$ cat src/rtl/reaction_delay_timer.sv
// reaction_delay_timer
// Turns a free-running 13-bit random value into a stimulus delay for the
// reaction-time game. It counts the delay down in milliseconds, lights the
// stimulus LED, and then measures how many milliseconds pass before the
// player presses the button. It reports the reaction time, false starts
// (a press before the LED) and timeouts (no press within MAX_MS).
//
// Every output is a register that is loaded from the next-state view of
// the FSM, so the outputs change on the same edge as the state.

module reaction_delay_timer #(
  parameter int unsigned TICKS_PER_MS = 100000,
  parameter int unsigned MAX_MS       = 9999
) (
  input  logic        Clk,
  input  logic        Rst,
  input  logic        Start,
  input  logic        Button,
  input  logic [12:0] RandomValue,
  output logic        Led,
  output logic        Busy,
  output logic        Valid,
  output logic [13:0] ReactionMs,
  output logic        EarlyFlag,
  output logic        TimeoutFlag
);

  // Prescaler width; at least one bit even for tiny tick periods.
  localparam int unsigned PRESC_W = (TICKS_PER_MS > 32'd1) ? $clog2(TICKS_PER_MS) : 32'd1;
  localparam logic [PRESC_W-1:0] PRESC_LAST = PRESC_W'(TICKS_PER_MS - 32'd1);
  localparam logic [PRESC_W-1:0] PRESC_ONE  = PRESC_W'(32'd1);
  localparam logic [PRESC_W-1:0] PRESC_ZERO = PRESC_W'(32'd0);

  // Reaction-time saturation value and the value one tick before it.
  localparam logic [13:0] REACT_MAX = 14'(MAX_MS);
  localparam logic [13:0] REACT_PRE = 14'(MAX_MS - 32'd1);

  typedef enum logic [1:0] {
    S_IDLE = 2'd0,
    S_WAIT = 2'd1,
    S_MEAS = 2'd2,
    S_DONE = 2'd3
  } state_t;

  // A random value of zero would give no delay at all; the shortest delay
  // the game allows is one millisecond.
  function automatic logic [12:0] delay_from_random(input logic [12:0] value);
    logic [12:0] result;
    if (value == 13'd0) begin
      result = 13'd1;
    end else begin
      result = value;
    end
    return result;
  endfunction

  // Saturating millisecond increment for the reaction counter.
  function automatic logic [13:0] react_increment(input logic [13:0] value);
    logic [13:0] result;
    if (value >= REACT_PRE) begin
      result = REACT_MAX;
    end else begin
      result = value + 14'd1;
    end
    return result;
  endfunction

  // FSM state
  state_t r_state;
  state_t w_state_nxt;

  // Button edge detection
  logic r_button_q;
  logic w_press_edge;

  // Millisecond prescaler
  logic [PRESC_W-1:0] r_presc;
  logic               w_ms_tick;

  // A Start that is honoured (only from IDLE or DONE)
  logic w_start_round;

  // Datapath registers and their next values
  logic [12:0] r_delay;
  logic [12:0] w_delay_nxt;
  logic [13:0] r_react;
  logic [13:0] w_react_nxt;
  logic        r_early;
  logic        w_early_nxt;
  logic        r_timeout;
  logic        w_timeout_nxt;

  // Registered status outputs and their next values
  logic r_led;
  logic r_busy;
  logic r_valid;
  logic w_led_nxt;
  logic w_busy_nxt;
  logic w_valid_nxt;

  assign w_press_edge  = Button & ~r_button_q;
  assign w_ms_tick     = (r_presc == PRESC_LAST);
  assign w_start_round = Start & ((r_state == S_IDLE) | (r_state == S_DONE));

  assign Led         = r_led;
  assign Busy        = r_busy;
  assign Valid       = r_valid;
  assign ReactionMs  = r_react;
  assign EarlyFlag   = r_early;
  assign TimeoutFlag = r_timeout;

  // State register.
  always_ff @(posedge Clk) begin
    if (Rst) begin
      r_state <= S_IDLE;
    end else begin
      r_state <= w_state_nxt;
    end
  end

  // Previous button level; reset to pressed so a button held through reset never looks like a new press.
  always_ff @(posedge Clk) begin
    if (Rst) begin
      r_button_q <= 1'b1;
    end else begin
      r_button_q <= Button;
    end
  end

  // Millisecond prescaler: restarts on every state entry and only runs while timing.
  always_ff @(posedge Clk) begin
    if (Rst) begin
      r_presc <= PRESC_ZERO;
    end else if (w_state_nxt != r_state) begin
      r_presc <= PRESC_ZERO;
    end else if ((r_state != S_WAIT) && (r_state != S_MEAS)) begin
      r_presc <= PRESC_ZERO;
    end else if (w_ms_tick) begin
      r_presc <= PRESC_ZERO;
    end else begin
      r_presc <= r_presc + PRESC_ONE;
    end
  end

  // Next-state logic; a press beats an expiring tick, so a press on the last delay tick is a false start.
  always_comb begin
    w_state_nxt = r_state;
    case (r_state)
      S_IDLE: begin
        if (Start) begin
          w_state_nxt = S_WAIT;
        end else begin
          w_state_nxt = S_IDLE;
        end
      end
      S_WAIT: begin
        if (w_press_edge) begin
          w_state_nxt = S_DONE;
        end else if (w_ms_tick && (r_delay == 13'd1)) begin
          w_state_nxt = S_MEAS;
        end else begin
          w_state_nxt = S_WAIT;
        end
      end
      S_MEAS: begin
        if (w_press_edge) begin
          w_state_nxt = S_DONE;
        end else if (w_ms_tick && (r_react >= REACT_PRE)) begin
          w_state_nxt = S_DONE;
        end else begin
          w_state_nxt = S_MEAS;
        end
      end
      S_DONE: begin
        if (Start) begin
          w_state_nxt = S_WAIT;
        end else begin
          w_state_nxt = S_DONE;
        end
      end
      default: begin
        w_state_nxt = S_IDLE;
      end
    endcase
  end

  // Output/datapath next values: delay latch and countdown, reaction count, result flags.
  always_comb begin
    w_delay_nxt   = r_delay;
    w_react_nxt   = r_react;
    w_early_nxt   = r_early;
    w_timeout_nxt = r_timeout;
    case (r_state)
      S_IDLE, S_DONE: begin
        if (w_start_round) begin
          w_delay_nxt   = delay_from_random(RandomValue);
          w_react_nxt   = 14'd0;
          w_early_nxt   = 1'b0;
          w_timeout_nxt = 1'b0;
        end else begin
          w_delay_nxt   = r_delay;
        end
      end
      S_WAIT: begin
        if (w_press_edge) begin
          w_early_nxt = 1'b1;
          w_react_nxt = 14'd0;
        end else if (w_ms_tick) begin
          w_delay_nxt = r_delay - 13'd1;
        end else begin
          w_delay_nxt = r_delay;
        end
      end
      S_MEAS: begin
        if (w_press_edge) begin
          // The press wins over a coincident tick: that tick is not counted.
          w_react_nxt = r_react;
        end else if (w_ms_tick) begin
          w_react_nxt = react_increment(r_react);
          if (r_react >= REACT_PRE) begin
            w_timeout_nxt = 1'b1;
          end else begin
            w_timeout_nxt = 1'b0;
          end
        end else begin
          w_react_nxt = r_react;
        end
      end
      default: begin
        w_delay_nxt = r_delay;
      end
    endcase
  end

  // Status outputs derived from the state being entered, so they are registered alongside it.
  always_comb begin
    w_led_nxt   = 1'b0;
    w_busy_nxt  = 1'b0;
    w_valid_nxt = 1'b0;
    case (w_state_nxt)
      S_IDLE: begin
        w_led_nxt   = 1'b0;
      end
      S_WAIT: begin
        w_busy_nxt  = 1'b1;
      end
      S_MEAS: begin
        w_led_nxt   = 1'b1;
        w_busy_nxt  = 1'b1;
      end
      S_DONE: begin
        w_valid_nxt = 1'b1;
      end
      default: begin
        w_led_nxt   = 1'b0;
      end
    endcase
  end

  // Datapath and output registers; reset discards any round in flight.
  always_ff @(posedge Clk) begin
    if (Rst) begin
      r_delay   <= 13'd0;
      r_react   <= 14'd0;
      r_early   <= 1'b0;
      r_timeout <= 1'b0;
      r_led     <= 1'b0;
      r_busy    <= 1'b0;
      r_valid   <= 1'b0;
    end else begin
      r_delay   <= w_delay_nxt;
      r_react   <= w_react_nxt;
      r_early   <= w_early_nxt;
      r_timeout <= w_timeout_nxt;
      r_led     <= w_led_nxt;
      r_busy    <= w_busy_nxt;
      r_valid   <= w_valid_nxt;
    end
  end

endmodule
$ cat config.mk
export PLATFORM = sky130hd
export DESIGN_NAME = reaction_delay_timer
export DESIGN_NICKNAME = d
export VERILOG_FILES = /design/src/rtl/reaction_delay_timer.sv
export SDC_FILE = /design/constraint.sdc
export NUM_CORES = 1
export LEC_CHECK = 0
export ABC_AREA = 0
export ABC_CLOCK_PERIOD_IN_PS = 2750
export CAP_MARGIN = 0
export CORE_AREA = 2 2 113 115
export DETAILED_ROUTE_END_ITERATION = 8
export DIE_AREA = 0 0 115 117
export GPL_ROUTABILITY_DRIVEN = 1
export PLACE_DENSITY_LB_ADDON = 0.05
export SYNTH_ARGS = -nofsm -noshare
export SYNTH_HDL_FRONTEND = slang
export SYNTH_SLANG_ARGS = --single-unit
$ cat constraint.sdc
create_clock -name Clk -period 2.75 [get_ports Clk]
set_input_delay 0.4125 -clock Clk [delete_from_list [all_inputs] [get_ports Clk]]
set_output_delay 0.4125 -clock Clk [all_outputs]
set_load 0.05 [all_outputs]
==> run summary, run 1 <==
## Outcome
- complete, no violations — outcome

## GRT
- 3,344 — via count of the first global-routing pass
- 35 — maximum number of pins on one net before global-route repair
- 0 — initial antenna violation count
- 16.5% — Total GRT Usage
- 0 — Remaining Overflow, GRT
- 17,600 um — wire length of the first global-routing pass

## Final layout
- 1,293 — Layout fillers
- 34.1% — share of the core filled with cells
- 16.5% — Area growth, synth to finish
- 9.33% — fraction of layout cells with a size suffix above 1
- 1040 um^2 — sequential cell area
- 488 — final net count
- 2270 um^2 — area of the multi-input gates
- 0 — diode insertion count for antenna repair

## Timing
- 0.413 GHz — Max Freq
- 0 — Final Hold Viols
- 0.745 ns — transition time at the pin with the least slew margin
- 0 — number of max-slew violations in the final report
- 49.9% — Relative slew margins
- 2.42 ns — final critical path time including I/O delays and setup
- 88.1% — portion of the clock cycle consumed by the worst path in the final layout
- 0.0101 ns — Worst Clk Skew
- false — RSZ-0062 raised after global routing
- 0 ns — Setup TNS Final
- 0 — endpoints failing setup

## Clock network
- 2 — maximum clock insertion buffer count
- clkbuf_16 — CTS Root Cell
- 0.07 ns — clock slew at reported path FFs
- 0 — cells resized by post-CTS repair
- 2 — H-tree Lvls
- 0 — number of buffers inserted for hold repair after clock tree synthesis
- 5 — total clock buffers created by CTS
- 52 — number of clock sinks
- 0.31 ns — clock latency on the worst-skew pair
- built — TritonCTS clock tree
- 0 — buffer count from post-CTS setup fixing

## Setup path
- 7 — largest fanout on the critical path
- 2.67 ns — critical path arrival
- 0.33 ns — Reg2Reg Setup Slack
- flip-flop — startpoint types
- flip-flop — nature of the critical path endpoint
- 2.99 ns — data required time at the worst endpoint
- flip-flop to flip-flop — category of the critical setup timing path

## Synthesis
- 52 — synthesis-stage register bit count
- dfxtp_1 (29%), nand4_1 (5.9%), mux2i_1 (5.0%) — top cells by area in the synthesized netlist
- 457 — nets in the synthesized netlist
- 68 — number of distinct library cells after synthesis
- 28.9% — share of the yosys chip area belonging to registers
- 429 — cell count after synthesis
- 0 — number of warnings reported in the yosys synthesis log
- dfxtp_1 — largest area contributor in the synthesized netlist
- 8.41 um^2 — mean cell area of the mapped netlist
- 28.9% — portion of synthesized cell area occupied by the leading cell type
- 0 — number of enable-type register cells in the synthesized netlist
- 0% — proportion of register bits with asynchronous set or reset after synthesis
- 3610 um^2 — Cell Area, Synth
- dfxtp_1 — Primary FF master, synth

## Detailed routing
- 4 — first-pass iteration count of the detailed router
- 3,468 — number of vias in the routed layout
- 163 — violation count after the first detailed-routing iteration
- 10,700 um — Final Routed Wirelength
- 5.68 — vias per inst
- 0 — number of nets with antenna violations after routing
- 0 — DRC violation count after routing
- 17.5 um — routed len/inst

## Floorplan
- 41 — Row Count
- 36 — Top Ports
- 12,300 um^2 — core area
- 13,500 um^2 — die footprint
- 115 um — DIE WIDTH
- 29.3% — starting density of the core
- 117 um — overall die height

## Place
- 35 — number of buffer cells added on primary ports
- 7540 um — HPWL after DPL
- 0.781 — placer's final routability congestion estimate

## Power
- 221 uV — largest vdd supply drop
- 451 nW/um^2 — cell area power density
- 1.49 nW — reported leakage power

## Run
- 0 — Maximum Capacitance Violations

## Worst hold path
- flip-flop to flip-flop — type of the most critical hold path

[state kept, by name, indices dropped and copies added (netlist names)]
signal,flops
Busy,1
r_presc,17
Valid,1
EarlyFlag,1
r_state,2
Led,1
ReactionMs,14
r_button_q,1
TimeoutFlag,1
r_delay,13
[cell usage in the layout (no fill, tap or decap), drive strengths merged, types with 7 or more instances in the layout]
cell	count
nand3	27
ha	11
mux2i	18
nand2	23
inv	12
nand4	34
o21ai	11
xnor2	9
nor3	21
nor2	24
clkdlybuf4s50	35
dfxtp	52
clkbuf	8
buf	21
o31ai	7
xor2	7
a21oi	29
nor4	10
[power breakdown]
group / internal [W] / switching (W) / leakage, nW
clock network: 0.000365 / 0.000313 / 0.0712
registers: 0.000777 / 0.0000308 / 0.422
logic: 0.000165 / 0.000243 / 0.994
total: 0.00131 / 0.000587 / 1.49
[worst paths after layout]
kind                                   from  cells after the start           to
worst max-delay path             r_presc[0]                      8         Busy
worst min-delay path            TimeoutFlag                      2  TimeoutFlag
worst max register to register   r_presc[0]                      8         Busy
worst min register to register  TimeoutFlag                      2  TimeoutFlag
[layout make-up]
class	count	area share [%]
multi-input cells	332	54.0
repair buffers	56	12.1
inverters	13	1.16
clock buffers	8	3.48
flip-flops and latches	52	24.8
well taps	150	4.47
[worst max-delay path, cell delays in order, from the launching register on]
cell and delay, ns:
dfxtp_1 0.41, ha_1 0.29, and4_1 0.41, nand4_1 0.27, o21ai_0 0.29, a221oi_1 0.14, nor2_1 0.19, ha_1 0.26
nor2_1 0.09
[metrics by stage]
| stage | setup slack (ns) | area, um^2 | hold WS (ns) | std cells | total power, W |
|---|---|---|---|---|---|
| 2_1_floorplan | 0.308 | 3610 | 0.451 | 429 | 0.00111 |
| 3_3_place_gp | 0.356 | 4060 | 0.462 | 603 | 0.00124 |
| 3_5_place_dp | 0.302 | 4060 | 0.468 | 603 | 0.00123 |
| 4_1_cts | 0.329 | 4200 | 0.479 | 611 | 0.00192 |
| 5_1_grt | 0.0881 | 4200 | 0.500 | 611 | 0.00198 |
| 6_report | 0.327 | 4200 | 0.478 | 611 | 0.00189 |
[cell usage after synthesis, drive strengths merged (3+ instances only)]
library cell,count
mux2i,18
nor2b,5
nand2b,3
o22ai,4
nand4b,5
a31oi,6
o2111ai,3
dfxtp,52
and2,6
a311oi,3
clkbuf,22
nor3,21
nand3,27
a21oi,29
and3,3
nor4,10
o211ai,4
a211oi,3
o21ai,11
a32o,4
ha,11
or4,4
nand4,34
o311ai,3
xor2,7
xnor2,9
o31ai,7
inv,12
nor2,24
a22oi,5
nand2,23
and4,5
buf,8
a221oi,3
[metal layers]
metal	track usage [%]	wire length (um)	up-vias
li1	-	-	1710
met1	22.2	5210	1682
met2	27.5	4990	66
met3	2.32	344	10
met4	5.30	146	0
met5	0	0	-
[logic make-up after synthesis]
group / count (synthesis) / synth area share, %
XOR/XNOR: 16 / 3.88
multiplexers: 18 / 4.99
flip-flops: 52 / 28.9
adder cells (fa/ha/maj): 11 / 3.82
buffers and inverters: 45 / 8.60
AND/OR/NAND/NOR: 185 / 30.2
AO/OA/AOI/OAI: 102 / 19.6
Note: power is estimated with default switching activity, not from simulation.
==> run 2: changes to the inputs <==
ABC_CLOCK_PERIOD_IN_PS = unset   (was 2750)
TNS_END_PERCENT = 1   (was unset)
==> results of run 2 <==
No change in the layout: final DEF, timing and power equal those of run 1.
==> run 3: changes to the inputs <==
CTS_CLUSTER_SIZE = 30   (was unset)
GPL_TIMING_DRIVEN = 0   (was unset)
==> run summary, run 3 (synthesis gave the netlist of run 1 again) <==
## Outcome
- complete, no violations — outcome

## Final layout
- dfxtp_1 — leading cell type in the layout, fill and taps excluded
- 35.1% — share of the core filled with cells
- r_presc — largest register by flop count
- 0 — diode insertion count for antenna repair
- 11.1% — fraction of layout cells with a size suffix above 1
- dfxtp_1 (51), nand4_1 (34), clkdlybuf4s50_1 (34) — leading cell types in the layout, fill and taps excluded
- 17 — Largest register FFs
- 4320 um^2 — Post-Layout Inst Area
- 498 — final net count
- 19.7% — Area growth, synth to finish

## Detailed routing
- 0 — number of nets with antenna violations after routing
- 11,400 um — Final Routed Wirelength
- 187 — violation count after the first detailed-routing iteration
- 5 — first-pass iteration count of the detailed router
- 18.3 um — routed len/inst
- 3,490 — number of vias in the routed layout
- 5.63 — vias per inst
- 0 — DRC violation count after routing

## Setup path
- 0.13 ns — Reg2Reg Setup Slack
- Valid — worst reg2reg endpoint
- 11 — largest fanout on the critical path
- flip-flop to flip-flop — category of the critical setup timing path
- 10 — number of cells traversed by the worst register-to-register path
- flip-flop — startpoint types
- 2.80 ns — critical path arrival
- 2.92 ns — data required time at the worst endpoint
- clkbuf_8, inv_4, clkbuf_8, ha_1, and3b_2, a2111oi_1, a32oi_2, buf_6, ha_1, nor2b_1 — ordered cell list for the critical path
- flip-flop — nature of the critical path endpoint
- 0.47 ns — largest stage delay on the critical path
- a2111oi_1 — Worst path slowest cell
- r_state[0] — worst flop-to-flop path startpoint

## Floorplan
- 36 — Top Ports
- 117 um — overall die height
- 115 um — DIE WIDTH
- 41 — Row Count
- 12,300 um^2 — core area
- 29.3% — starting density of the core
- 13,500 um^2 — die footprint

## GRT
- 3,335 — via count of the first global-routing pass
- 0 — Remaining Overflow, GRT
- 17.4% — Total GRT Usage
- 0 — initial antenna violation count
- 15 — maximum number of pins on one net before global-route repair
- 18,200 um — wire length of the first global-routing pass

## Clock network
- 2 — H-tree Lvls
- 5 — total clock buffers created by CTS
- 52 — number of clock sinks
- built — TritonCTS clock tree
- 0.07 ns — clock slew at reported path FFs
- 0.31 ns — clock latency on the worst-skew pair
- 2 — maximum clock insertion buffer count
- clkbuf_16 — CTS Root Cell

## Timing
- 0 — number of max-slew violations in the final report
- 0 ns — Setup TNS Final
- 0.381 GHz — Max Freq
- 2.62 ns — final critical path time including I/O delays and setup
- 95.4% — portion of the clock cycle consumed by the worst path in the final layout
- 0.00565 ns — Worst Clk Skew
- 51.1% — Relative slew margins
- 0 — Final Hold Viols
- 0.733 ns — transition time at the pin with the least slew margin
- 0.125 ns — Worst Slack Setup Final
- 0 — endpoints failing setup

## Power
- 0.00187 W — PnR Total Power
- 224 uV — largest vdd supply drop
- 434 nW/um^2 — cell area power density
- 1.52 nW — reported leakage power

## Worst hold path
- TimeoutFlag — start point of the worst min-delay path
- 2 — hold depth
- flip-flop to flip-flop — type of the most critical hold path
- TimeoutFlag — end point of the most critical hold path

## Place
- 34 — number of buffer cells added on primary ports
- 0.795 — placer's final routability congestion estimate
- 4140 um^2 — placed cell area
- -0.531 ns — minimum setup slack after placement
- 8150 um — HPWL after DPL

## Run
- 0 — Maximum Capacitance Violations

==> run 3: cell types whose count changed in the layout (fill, tap and decap cells not counted), sizes merged <==
cell	previous run	this run
clkbuf	8	28
buf	21	10
clkdlybuf4s50	35	34
inv	12	13
==> run 3: stage by stage <==
stage,cells,hold slack (ns)
6_report,620,0.474
3_5_place_dp,613,0.459
2_1_floorplan,429,0.451
4_1_cts,619,0.471
3_3_place_gp,613,0.458
5_1_grt,620,0.479
==> run 3: routing by layer <==
| layer | global-route usage (%) | routed length (um) | up-vias |
|---|---|---|---|
| li1 | - | - | 1735 |
| met1 | 23.6 | 5350 | 1651 |
| met2 | 27.6 | 5290 | 88 |
| met3 | 2.73 | 517 | 16 |
| met4 | 7.23 | 218 | 0 |
| met5 | 0 | 0 | - |
==> run 3: repair_timing <==
action                     in CTS  in global routing
pin swaps                       0                  3
setup endpoints to repair      45                 38
gates resized for setup        10                 10
hold buffers                    0                  0
buffers inserted                0                  1
==> run 3: critical path: cells and delay by family (launching register included) <==
kind / cells / cell delay [ns]
buffers and inverters: 4 / 0.64
adder cells (fa/ha/maj): 2 / 0.43
AND/OR/NAND/NOR: 2 / 0.35
AO/OA/AOI/OAI: 2 / 0.70
flip-flops: 1 / 0.38
==> run 3: power by group <==
group          switching (W)  internal, W
Clock               0.000311     0.000333
Combinational       0.000257     0.000170
Sequential         0.0000263     0.000777
Total               0.000594      0.00128
==> run 3: worst max-delay path by stage <==
stage / startpoint / slack (ns) / depth (start not counted) / to
after floorplan: r_state[0] / 0.31 / 10 / r_delay[7]
after CTS: r_presc[0] / 0.02 / 9 / Valid
after detailed placement: r_state[0] / -0.53 / 10 / r_presc[5]
after global routing: r_state[0] / -0.01 / 11 / Busy
after global placement: r_state[0] / -0.48 / 10 / r_presc[5]
final: r_state[0] / 0.13 / 10 / Valid
==> run 3: area by class of cell <==
| class | count | area, um^2 |
|---|---|---|
| repair buffers | 35 | 348 |
| plain buffers | 31 | 258 |
| clock buffers | 6 | 129 |
| flip-flops and latches | 52 | 1040 |
| fillers | 1324 | 7990 |
| inverters | 13 | 51.3 |
| multi-input cells | 332 | 2300 |
| clock inverters | 1 | 5.00 |
| well taps | 150 | 188 |
